<file path="src/rtl/uart_boot_loader_pkg.sv">
// Shared definitions for the UART boot loader: FSM encoding, default frame
// magic and the word types that make up a boot frame.
package uart_boot_loader_pkg;

  localparam logic [31:0] DEFAULT_MAGIC = 32'h50524F47;  // "PROG"

  typedef enum logic [2:0] {
    ST_IDLE,
    ST_WAIT_MAGIC,
    ST_WAIT_LEN,
    ST_LOAD,
    ST_WAIT_CSUM,
    ST_RELEASE,
    ST_FAIL
  } state_t;

  typedef enum logic [1:0] {
    WT_MAGIC,
    WT_LEN,
    WT_PAYLOAD,
    WT_CSUM
  } word_type_t;

  // Which frame word the loader expects next while in a given state.
  function automatic word_type_t expected_word(input state_t s);
    unique case (s)
      ST_WAIT_LEN:  return WT_LEN;
      ST_LOAD:      return WT_PAYLOAD;
      ST_WAIT_CSUM: return WT_CSUM;
      default:      return WT_MAGIC;
    endcase
  endfunction

endpackage

</file>
<file path="src/rtl/uart_boot_loader_if.sv">
// Received-word stream plus instruction-memory write bus. The master side
// supplies words and observes writes; the loader is the slave.
interface uart_boot_loader_if;
  logic        word_valid;
  logic [31:0] word_data;
  logic        imem_WE;
  logic [31:0] imem_A;
  logic [31:0] imem_WD;

  modport master (
    output word_valid, word_data,
    input  imem_WE, imem_A, imem_WD
  );

  modport slave (
    input  word_valid, word_data,
    output imem_WE, imem_A, imem_WD
  );
endinterface

</file>
<file path="src/rtl/uart_boot_loader_timeout.sv">
// Idle-cycle watchdog: counts enabled cycles since the last clear and flags
// the LIMIT-th consecutive idle cycle.
module loader_timeout #(
  parameter int unsigned LIMIT = 100000
) (
  input  logic clk,
  input  logic rst,
  input  logic clr,
  input  logic en,
  output logic expired
);

  localparam int unsigned CW = (LIMIT < 2) ? 1 : $clog2(LIMIT);

  logic [CW-1:0] cnt;

  assign expired = en & ~clr & (cnt == CW'(LIMIT - 1));

  always_ff @(posedge clk or posedge rst) begin
    if (rst) begin
      cnt <= '0;
    end else if (clr) begin
      cnt <= '0;
    end else if (en && cnt != CW'(LIMIT - 1)) begin
      cnt <= cnt + CW'(1);
    end
  end

endmodule

</file>
<file path="src/rtl/uart_boot_loader.sv">
// Boot image loader: parses MAGIC/length/payload/checksum frames from the UART
// word stream into instruction memory and sequences CPU stall and reset.
module uart_boot_loader
  import uart_boot_loader_pkg::*;
#(
  parameter logic [31:0] MAGIC          = DEFAULT_MAGIC,
  parameter logic [31:0] BASE_ADDR      = 32'h0000_0000,
  parameter int unsigned MAX_WORDS      = 1024,
  parameter int unsigned TIMEOUT_CYCLES = 100000,
  parameter int unsigned RST_CYCLES     = 16
) (
  input  logic              CLK,
  input  logic              reset,
  input  logic              prog_mode,
  uart_boot_loader_if.slave bus,
  output logic              cpu_stall,
  output logic              cpu_reset,
  output logic              done,
  output logic              error,
  output logic [15:0]       words_loaded
);

  localparam int unsigned RW = $clog2(RST_CYCLES + 1);

  state_t        state, state_nxt;
  logic          prog_mode_q;
  logic [31:0]   sum;
  logic [31:0]   addr;
  logic [15:0]   len;
  logic [RW-1:0] rel_cnt;
  logic          rel_done;
  logic          active;
  logic          tmo_expired;
  logic          accept_word;
  logic          last_word;
  logic          len_bad;
  logic          start;

  assign active      = (state == ST_WAIT_LEN) || (state == ST_LOAD) || (state == ST_WAIT_CSUM);
  assign accept_word = (state == ST_LOAD) && bus.word_valid && prog_mode;
  assign last_word   = (words_loaded + 16'd1) == len;
  assign len_bad     = (bus.word_data == '0) || (bus.word_data > 32'(MAX_WORDS));
  assign rel_done    = (rel_cnt == RW'(RST_CYCLES));
  assign start       = (state == ST_IDLE) && (state_nxt == ST_WAIT_MAGIC);

  loader_timeout #(
    .LIMIT(TIMEOUT_CYCLES)
  ) u_timeout (
    .clk     (CLK),
    .rst     (reset),
    .clr     (bus.word_valid | ~active),
    .en      (active),
    .expired (tmo_expired)
  );

  always_comb begin
    state_nxt = state;
    cpu_stall = 1'b1;
    cpu_reset = 1'b0;
    unique case (state)
      ST_IDLE: begin
        cpu_stall = 1'b0;
        if (prog_mode && !prog_mode_q) state_nxt = ST_WAIT_MAGIC;
      end
      ST_WAIT_MAGIC: begin
        if (!prog_mode) state_nxt = ST_IDLE;
        else if (bus.word_valid && bus.word_data == MAGIC) state_nxt = ST_WAIT_LEN;
      end
      ST_WAIT_LEN: begin
        if (!prog_mode) state_nxt = ST_IDLE;
        else if (bus.word_valid) state_nxt = len_bad ? ST_FAIL : ST_LOAD;
        else if (tmo_expired) state_nxt = ST_FAIL;
      end
      ST_LOAD: begin
        if (!prog_mode) state_nxt = ST_IDLE;
        else if (bus.word_valid) begin
          if (last_word) state_nxt = ST_WAIT_CSUM;
        end else if (tmo_expired) state_nxt = ST_FAIL;
      end
      ST_WAIT_CSUM: begin
        if (!prog_mode) state_nxt = ST_IDLE;
        else if (bus.word_valid) state_nxt = (bus.word_data == sum) ? ST_RELEASE : ST_FAIL;
        else if (tmo_expired) state_nxt = ST_FAIL;
      end
      // The full reset pulse is always delivered before prog_mode can end the session.
      ST_RELEASE: begin
        if (!rel_done) begin
          cpu_reset = 1'b1;
        end else begin
          cpu_stall = 1'b0;
          if (!prog_mode) state_nxt = ST_IDLE;
        end
      end
      ST_FAIL: begin
        if (!prog_mode) state_nxt = ST_IDLE;
      end
      default: state_nxt = ST_IDLE;
    endcase
  end

  always_ff @(posedge CLK or posedge reset) begin
    if (reset) begin
      state        <= ST_IDLE;
      prog_mode_q  <= 1'b0;
      sum          <= '0;
      addr         <= '0;
      len          <= '0;
      rel_cnt      <= '0;
      words_loaded <= '0;
      done         <= 1'b0;
      error        <= 1'b0;
      bus.imem_WE  <= 1'b0;
      bus.imem_A   <= '0;
      bus.imem_WD  <= '0;
    end else begin
      state       <= state_nxt;
      prog_mode_q <= prog_mode;
      bus.imem_WE <= accept_word;

      if (accept_word) begin
        bus.imem_A  <= addr;
        bus.imem_WD <= bus.word_data;
        addr        <= addr + 32'd4;
        sum         <= sum + bus.word_data;
        if (words_loaded != 16'(MAX_WORDS)) words_loaded <= words_loaded + 16'd1;
      end

      if (state == ST_WAIT_LEN && bus.word_valid && prog_mode && !len_bad)
        len <= bus.word_data[15:0];

      if (state == ST_RELEASE) begin
        if (!rel_done) rel_cnt <= rel_cnt + RW'(1);
        if (rel_cnt == RW'(RST_CYCLES - 1)) done <= 1'b1;
      end else begin
        rel_cnt <= '0;
      end

      if (state_nxt == ST_FAIL && state != ST_FAIL) error <= 1'b1;

      if (start) begin
        done         <= 1'b0;
        error        <= 1'b0;
        words_loaded <= '0;
        sum          <= '0;
        addr         <= BASE_ADDR;
      end
    end
  end

endmodule
</file>
<file path="src/flat_wrapper.sv">
// flat-port wrapper written by rule: the top's interface ports become plain ports
module uart_boot_loader_flat import uart_boot_loader_pkg::*;
#(
  parameter logic [31:0] MAGIC          = DEFAULT_MAGIC,
  parameter logic [31:0] BASE_ADDR      = 32'h0000_0000,
  parameter int unsigned MAX_WORDS      = 1024,
  parameter int unsigned TIMEOUT_CYCLES = 100000,
  parameter int unsigned RST_CYCLES     = 16
)
  (CLK, reset, prog_mode, cpu_stall, cpu_reset, done, error, words_loaded, bus_word_valid, bus_word_data, bus_imem_WE, bus_imem_A, bus_imem_WD);
  uart_boot_loader_if bus_i ();
  input  logic CLK;
  input  logic reset;
  input  logic prog_mode;
  output logic cpu_stall;
  output logic cpu_reset;
  output logic done;
  output logic error;
  output logic [15:0] words_loaded;
  input wire logic [$bits(bus_i.word_valid)-1:0] bus_word_valid;
  input wire logic [$bits(bus_i.word_data)-1:0] bus_word_data;
  output wire logic [$bits(bus_i.imem_WE)-1:0] bus_imem_WE;
  output wire logic [$bits(bus_i.imem_A)-1:0] bus_imem_A;
  output wire logic [$bits(bus_i.imem_WD)-1:0] bus_imem_WD;
  assign bus_i.word_valid = bus_word_valid;
  assign bus_i.word_data = bus_word_data;
  assign bus_imem_WE = bus_i.imem_WE;
  assign bus_imem_A = bus_i.imem_A;
  assign bus_imem_WD = bus_i.imem_WD;
  uart_boot_loader #(.MAGIC(MAGIC), .BASE_ADDR(BASE_ADDR), .MAX_WORDS(MAX_WORDS), .TIMEOUT_CYCLES(TIMEOUT_CYCLES), .RST_CYCLES(RST_CYCLES)) u_core (.CLK(CLK), .reset(reset), .prog_mode(prog_mode), .bus(bus_i), .cpu_stall(cpu_stall), .cpu_reset(cpu_reset), .done(done), .error(error), .words_loaded(words_loaded));
endmodule
</file>
<file path="config.mk">
export PLATFORM = sky130hd
export DESIGN_NAME = uart_boot_loader_flat
export DESIGN_NICKNAME = d
export VERILOG_FILES = /design/src/rtl/uart_boot_loader_pkg.sv /design/src/rtl/uart_boot_loader_if.sv /design/src/rtl/uart_boot_loader_timeout.sv /design/src/rtl/uart_boot_loader.sv /design/src/flat_wrapper.sv
export SDC_FILE = /design/constraint.sdc
export NUM_CORES = 1
export LEC_CHECK = 0
export CORE_UTILIZATION = 35
export DETAILED_ROUTE_END_ITERATION = 7
export SETUP_SLACK_MARGIN = 0.4
export SLEW_MARGIN = 20
export SYNTH_ARGS = -nofsm -noshare
export SYNTH_HDL_FRONTEND = slang
export SYNTH_SLANG_ARGS = --single-unit
</file>
<file path="constraint.sdc">
create_clock -name CLK -period 8.2 [get_ports CLK]
set_input_delay 1.64 -clock CLK [delete_from_list [all_inputs] [get_ports CLK]]
set_output_delay 1.64 -clock CLK [all_outputs]
set_load 0.005 [all_outputs]
</file>
==> metrics list <==
- Max-cap violations in this run came to 0.
- The worst hold path terminates at u_core.bus.imem_A[10]$_DFFE_PP0P_.
- The worst setup path is captured at a flop.
- Sum of net half-perimeters after detailed placement: 17500 um
- Register-to-Register Setup Slack: 4760 ps
- Kind of cell with the highest combined delay on the critical path: compound AO/OA/AOI/OAI gates
- Buffers placed on the I/O ports in this run total 118.
- Total wire length: 25500 um
* WHS Path Cells: 2
* Top-level port count: 121
* Worst slack after detailed placement: 2840 ps
* Post-synthesis register bit count: 185
* Largest fanout on the critical path: 5
* Total congestion overflow: 0
* WP buf/inv: 1
- Worst-Margin Slew: 1070 ps
- Clock latency on the worst-skew pair, taken at its later pin, is 440 ps.
* Vias in the first global route: 8346
- Die area: 0.0299 mm^2
- Hold bufs inserted after CTS: 0
- The endpoint identified for the worst register-to-register timing path is u_core.sum[30]$_DFFE_PP0P_.
- Cell repeated most along the worst path: sky130_fd_sc_hd__a21o_1
- Startpoint of the worst hold path: u_core.bus.imem_A[10]$_DFFE_PP0P_
* Final hold violation count: 0
* TritonCTS clock tree: yes
* Initial antenna violation count: 0
- Pin count of the biggest net entering global routing: 120
- The max-slew violation count was 0.
- Post-synthesis instance area: 0.0102 mm^2
* WL/cell: 15.6 um
* Worst clock skew on the final layout: 14.2 ps
* Number of instances in the synthesized netlist: 1143
- Clock tree synthesis found a total of 185 sinks.
- Data on the critical path is required at its endpoint by 8470 ps.
* Last weighted congestion value of the routability-driven placer: 0.834
* Slowest stage delay, CP: 580 ps
* Sum Neg Setup Slack: 0 ps
* Residual DRC count: 0
- In this run the mean area of a mapped cell was 8.96 um^2.
- Counting flops with a built-in enable in the synthesized netlist gives 0.
- Ratio of final minimum period to clock period: 0.603
* R2r startpoint: u_core.sum[0]$_DFFE_PP0P_
- Buffers inserted during post-CTS setup optimization: 0
- Setup slack of the critical path after layout: 3250 ps
- The die is 173 um wide.
- Of all cell types, the one taking the most synthesized area is sky130_fd_sc_hd__dfrtp_1.
- The first global-routing pass estimated 43700 um of wire.
- Clock tree synthesis selected as its root buffer the cell sky130_fd_sc_hd__clkbuf_16.
- Area added between synthesis and finish: 20.0%
- Counting along the longest clock path gives a buffer depth of 2.
- For this run, the register share of the synthesized area comes to 0.452.
- Of the post-synthesis cell area, the dominant cell type holds 0.452.
- The worst hold path belongs to the class flop to flop.
* Vias after detailed routing: 8327
- DRT Pass-1 Iters: 4
- Critical Path AT: 5220 ps
* Aggregate global-route resource usage: 0.179
- Of the cells placed in the final design, the portion with a size suffix greater than 1 is 0.0592.
- N_diodes: 0
- Worst-path cell with the longest stage delay: sky130_fd_sc_hd__clkdlybuf4s50_1
- The run finished with clean final reports.
- Setup repair after global routing left no endpoint under its margin.
* Total clock buffers created by CTS: 17
* Number of unique standard cell types used by synthesis: 80
* Max Clock Freq: 0.202 GHz
- For this design the static power due to leakage is 5.72 nW.
- Pwr dens: 214 mW/mm^2
- In the routed layout, each cell is associated on average with a via count of 5.10.
- At the end of the flow, the number of nets in the layout was 1311.
* Post-route insts no fill: 1633
* Total power: 2.63 mW
- Core region area: 0.0287 mm^2
* Fraction of synthesis flops using an asynchronous set or reset pin: 1.00
* List of cells traversed by the critical path: clkdlybuf4s50_1 -> ha_1 -> fa_1 -> a21o_1 -> a21o_1 -> a311o_1 -> a21oi_1 -> o221ai_1 -> o41a_1 -> a31oi_1 -> xor2_1 -> o21ai_0
* Starting DRC count in detailed routing: 558
- The H-tree was split into 4 levels.
* Synth area leaders: sky130_fd_sc_hd__dfrtp_1 (45%), sky130_fd_sc_hd__nand2_1 (9.9%), sky130_fd_sc_hd__ha_1 (4.6%), sky130_fd_sc_hd__xor2_1 (4.4%), sky130_fd_sc_hd__xnor2_1 (4.0%)
- Worst IR Drop VDD: 0.134 mV
- For this run, the leading register cell type out of synthesis is sky130_fd_sc_hd__dfrtp_1.
* Yosys synthesis warning count: 0
- Clock-pin slew was measured on the worst setup and hold paths at 70 ps.
- Once detail routing completed, the nets flagged for antenna violations numbered 0.
* Num rows: 62
- Number of cells after detailed placement: 1601
* Die Height: 173 um
- Final period demand of the worst path: 4950 ps
- Critical path class: primary input to flop
- Measured in cells, the most critical reg-to-reg path has a length of 11.
* Final setup violating endpoints: 0
- Number of resized instances in the post-cts repair step: 0
* Max-Slew Margin vs Limit: 0.288
* Element type at the critical path start: primary input
- For this configuration, the core starts out at a cell density of 0.357.
-- Yosys cell counts, types with 3 or more instances --
cell,number
sky130_fd_sc_hd__nand2_1,271
sky130_fd_sc_hd__dfrtp_1,185
sky130_fd_sc_hd__nor2_1,99
sky130_fd_sc_hd__a21oi_1,61
sky130_fd_sc_hd__xor2_1,51
sky130_fd_sc_hd__xnor2_1,47
sky130_fd_sc_hd__o21ai_0,41
sky130_fd_sc_hd__clkbuf_1,40
sky130_fd_sc_hd__ha_1,38
sky130_fd_sc_hd__nand3_1,38
sky130_fd_sc_hd__inv_1,23
sky130_fd_sc_hd__a21o_1,18
sky130_fd_sc_hd__and3_1,18
sky130_fd_sc_hd__nor4_1,18
sky130_fd_sc_hd__nor3_1,16
sky130_fd_sc_hd__or3_1,16
sky130_fd_sc_hd__nand4_1,13
sky130_fd_sc_hd__mux2_2,11
sky130_fd_sc_hd__a211oi_1,10
sky130_fd_sc_hd__a31oi_1,10
sky130_fd_sc_hd__and2_1,9
sky130_fd_sc_hd__o21a_1,8
sky130_fd_sc_hd__o211ai_1,7
sky130_fd_sc_hd__mux2i_1,5
sky130_fd_sc_hd__nand2b_1,5
sky130_fd_sc_hd__nor2b_1,5
sky130_fd_sc_hd__and4_1,4
sky130_fd_sc_hd__o31ai_1,4
sky130_fd_sc_hd__a2111oi_0,3
sky130_fd_sc_hd__a22o_1,3
sky130_fd_sc_hd__buf_4,3
sky130_fd_sc_hd__buf_6,3
sky130_fd_sc_hd__clkbuf_8,3
sky130_fd_sc_hd__o32ai_1,3
-- worst min-delay path: stages (launching register included) --
cell and delay [ps]:
sky130_fd_sc_hd__dfrtp_1 350, sky130_fd_sc_hd__nand2_1 50, sky130_fd_sc_hd__nand2_1 50
-- registers in the layout, summed over array words and instances (netlist names) --
name and count:
u_core.len 16, u_core.state 3, u_core.done 1, u_core.bus.imem_WD 32
u_core.prog_mode_q 1, u_core.addr 30, u_core.words_loaded 16, u_core.rel_cnt 5
u_core.sum 32, u_core.bus.imem_WE 1, u_core.bus.imem_A 30, u_core.error 1
u_core.u_timeout.cnt 17
-- logic make-up (layout without fill, tap and decap cells) --
kind of cell / count (synthesis) / after routing / synth area share
simple gates: 538 / 538 / 0.244
xor+xnor: 98 / 98 / 0.0838
fa+ha+maj: 39 / 39 / 0.0484
mux: 16 / 16 / 0.0170
other cells: 1 / 2 / 0.000366
compound gates: 191 / 191 / 0.120
buf+inv: 75 / 180 / 0.0342
flops: 185 / 185 / 0.452
-- cell usage in the layout, fill, tap and decap left out, types with 22 or more instances in the layout --
master                              n
sky130_fd_sc_hd__nand2_1          271
sky130_fd_sc_hd__xnor2_1           47
sky130_fd_sc_hd__o21ai_0           41
sky130_fd_sc_hd__nor2_1            99
sky130_fd_sc_hd__dfrtp_1          185
sky130_fd_sc_hd__inv_1             22
sky130_fd_sc_hd__ha_1              38
sky130_fd_sc_hd__nand3_1           38
sky130_fd_sc_hd__xor2_1            51
sky130_fd_sc_hd__clkdlybuf4s50_1  118
sky130_fd_sc_hd__a21oi_1           61
-- cell type report --
cell class | count | area [um^2]
Clock buffer | 20 | 447
Clock inverter | 12 | 135
Fill cell | 2858 | 16400
Inverter | 24 | 98.8
Multi-Input combinational cell | 884 | 5270
Sequential cell | 185 | 4630
Tap cell | 384 | 480
Timing Repair Buffer | 124 | 1230
-- worst max-delay path by stage --
stage                           startpoint                           to  slack [ps]  cells past startpoint
final                     bus_word_data[0]   u_core.sum[30]$_DFFE_PP0P_        3250                     12
after global routing      bus_word_data[0]   u_core.sum[30]$_DFFE_PP0P_        3090                     12
after CTS                 bus_word_data[0]   u_core.sum[30]$_DFFE_PP0P_        3300                     12
after detailed placement  bus_word_data[0]   u_core.sum[30]$_DFFE_PP0P_        2840                     12
after global placement    bus_word_data[0]   u_core.sum[30]$_DFFE_PP0P_        2900                     12
after floorplan                      reset  u_core.addr[10]$_DFFE_PP0P_        1530                      1
-- metal layers --
| layer | up-vias | GRT usage | routed length, um |
|---|---|---|---|
| li1 | 4116 | - | - |
| met1 | 4003 | 0.250 | 12600 |
| met2 | 180 | 0.288 | 11500 |
| met3 | 28 | 0.0330 | 1090 |
| met4 | 0 | 0.0428 | 358 |
| met5 | - | 0 | 0 |
-- through the flow --
stage | hold WS (ps) | utilization | cell area [um^2]
2_1_floorplan | 454 | - | 10200
3_3_place_gp | 458 | 0.408 | 11700
3_5_place_dp | 463 | 0.408 | 11700
4_1_cts | 482 | 0.428 | 12300
5_1_grt | 495 | 0.428 | 12300
6_report | 475 | 0.428 | 12300
-- where the power goes --
part | total [mW] | switching (mW) | internal (mW)
Sequential | 1.11 | 0.0868 | 1.02
Combinational | 0.691 | 0.358 | 0.333
Clock | 0.830 | 0.391 | 0.439
(Power assumes the default switching activity.)
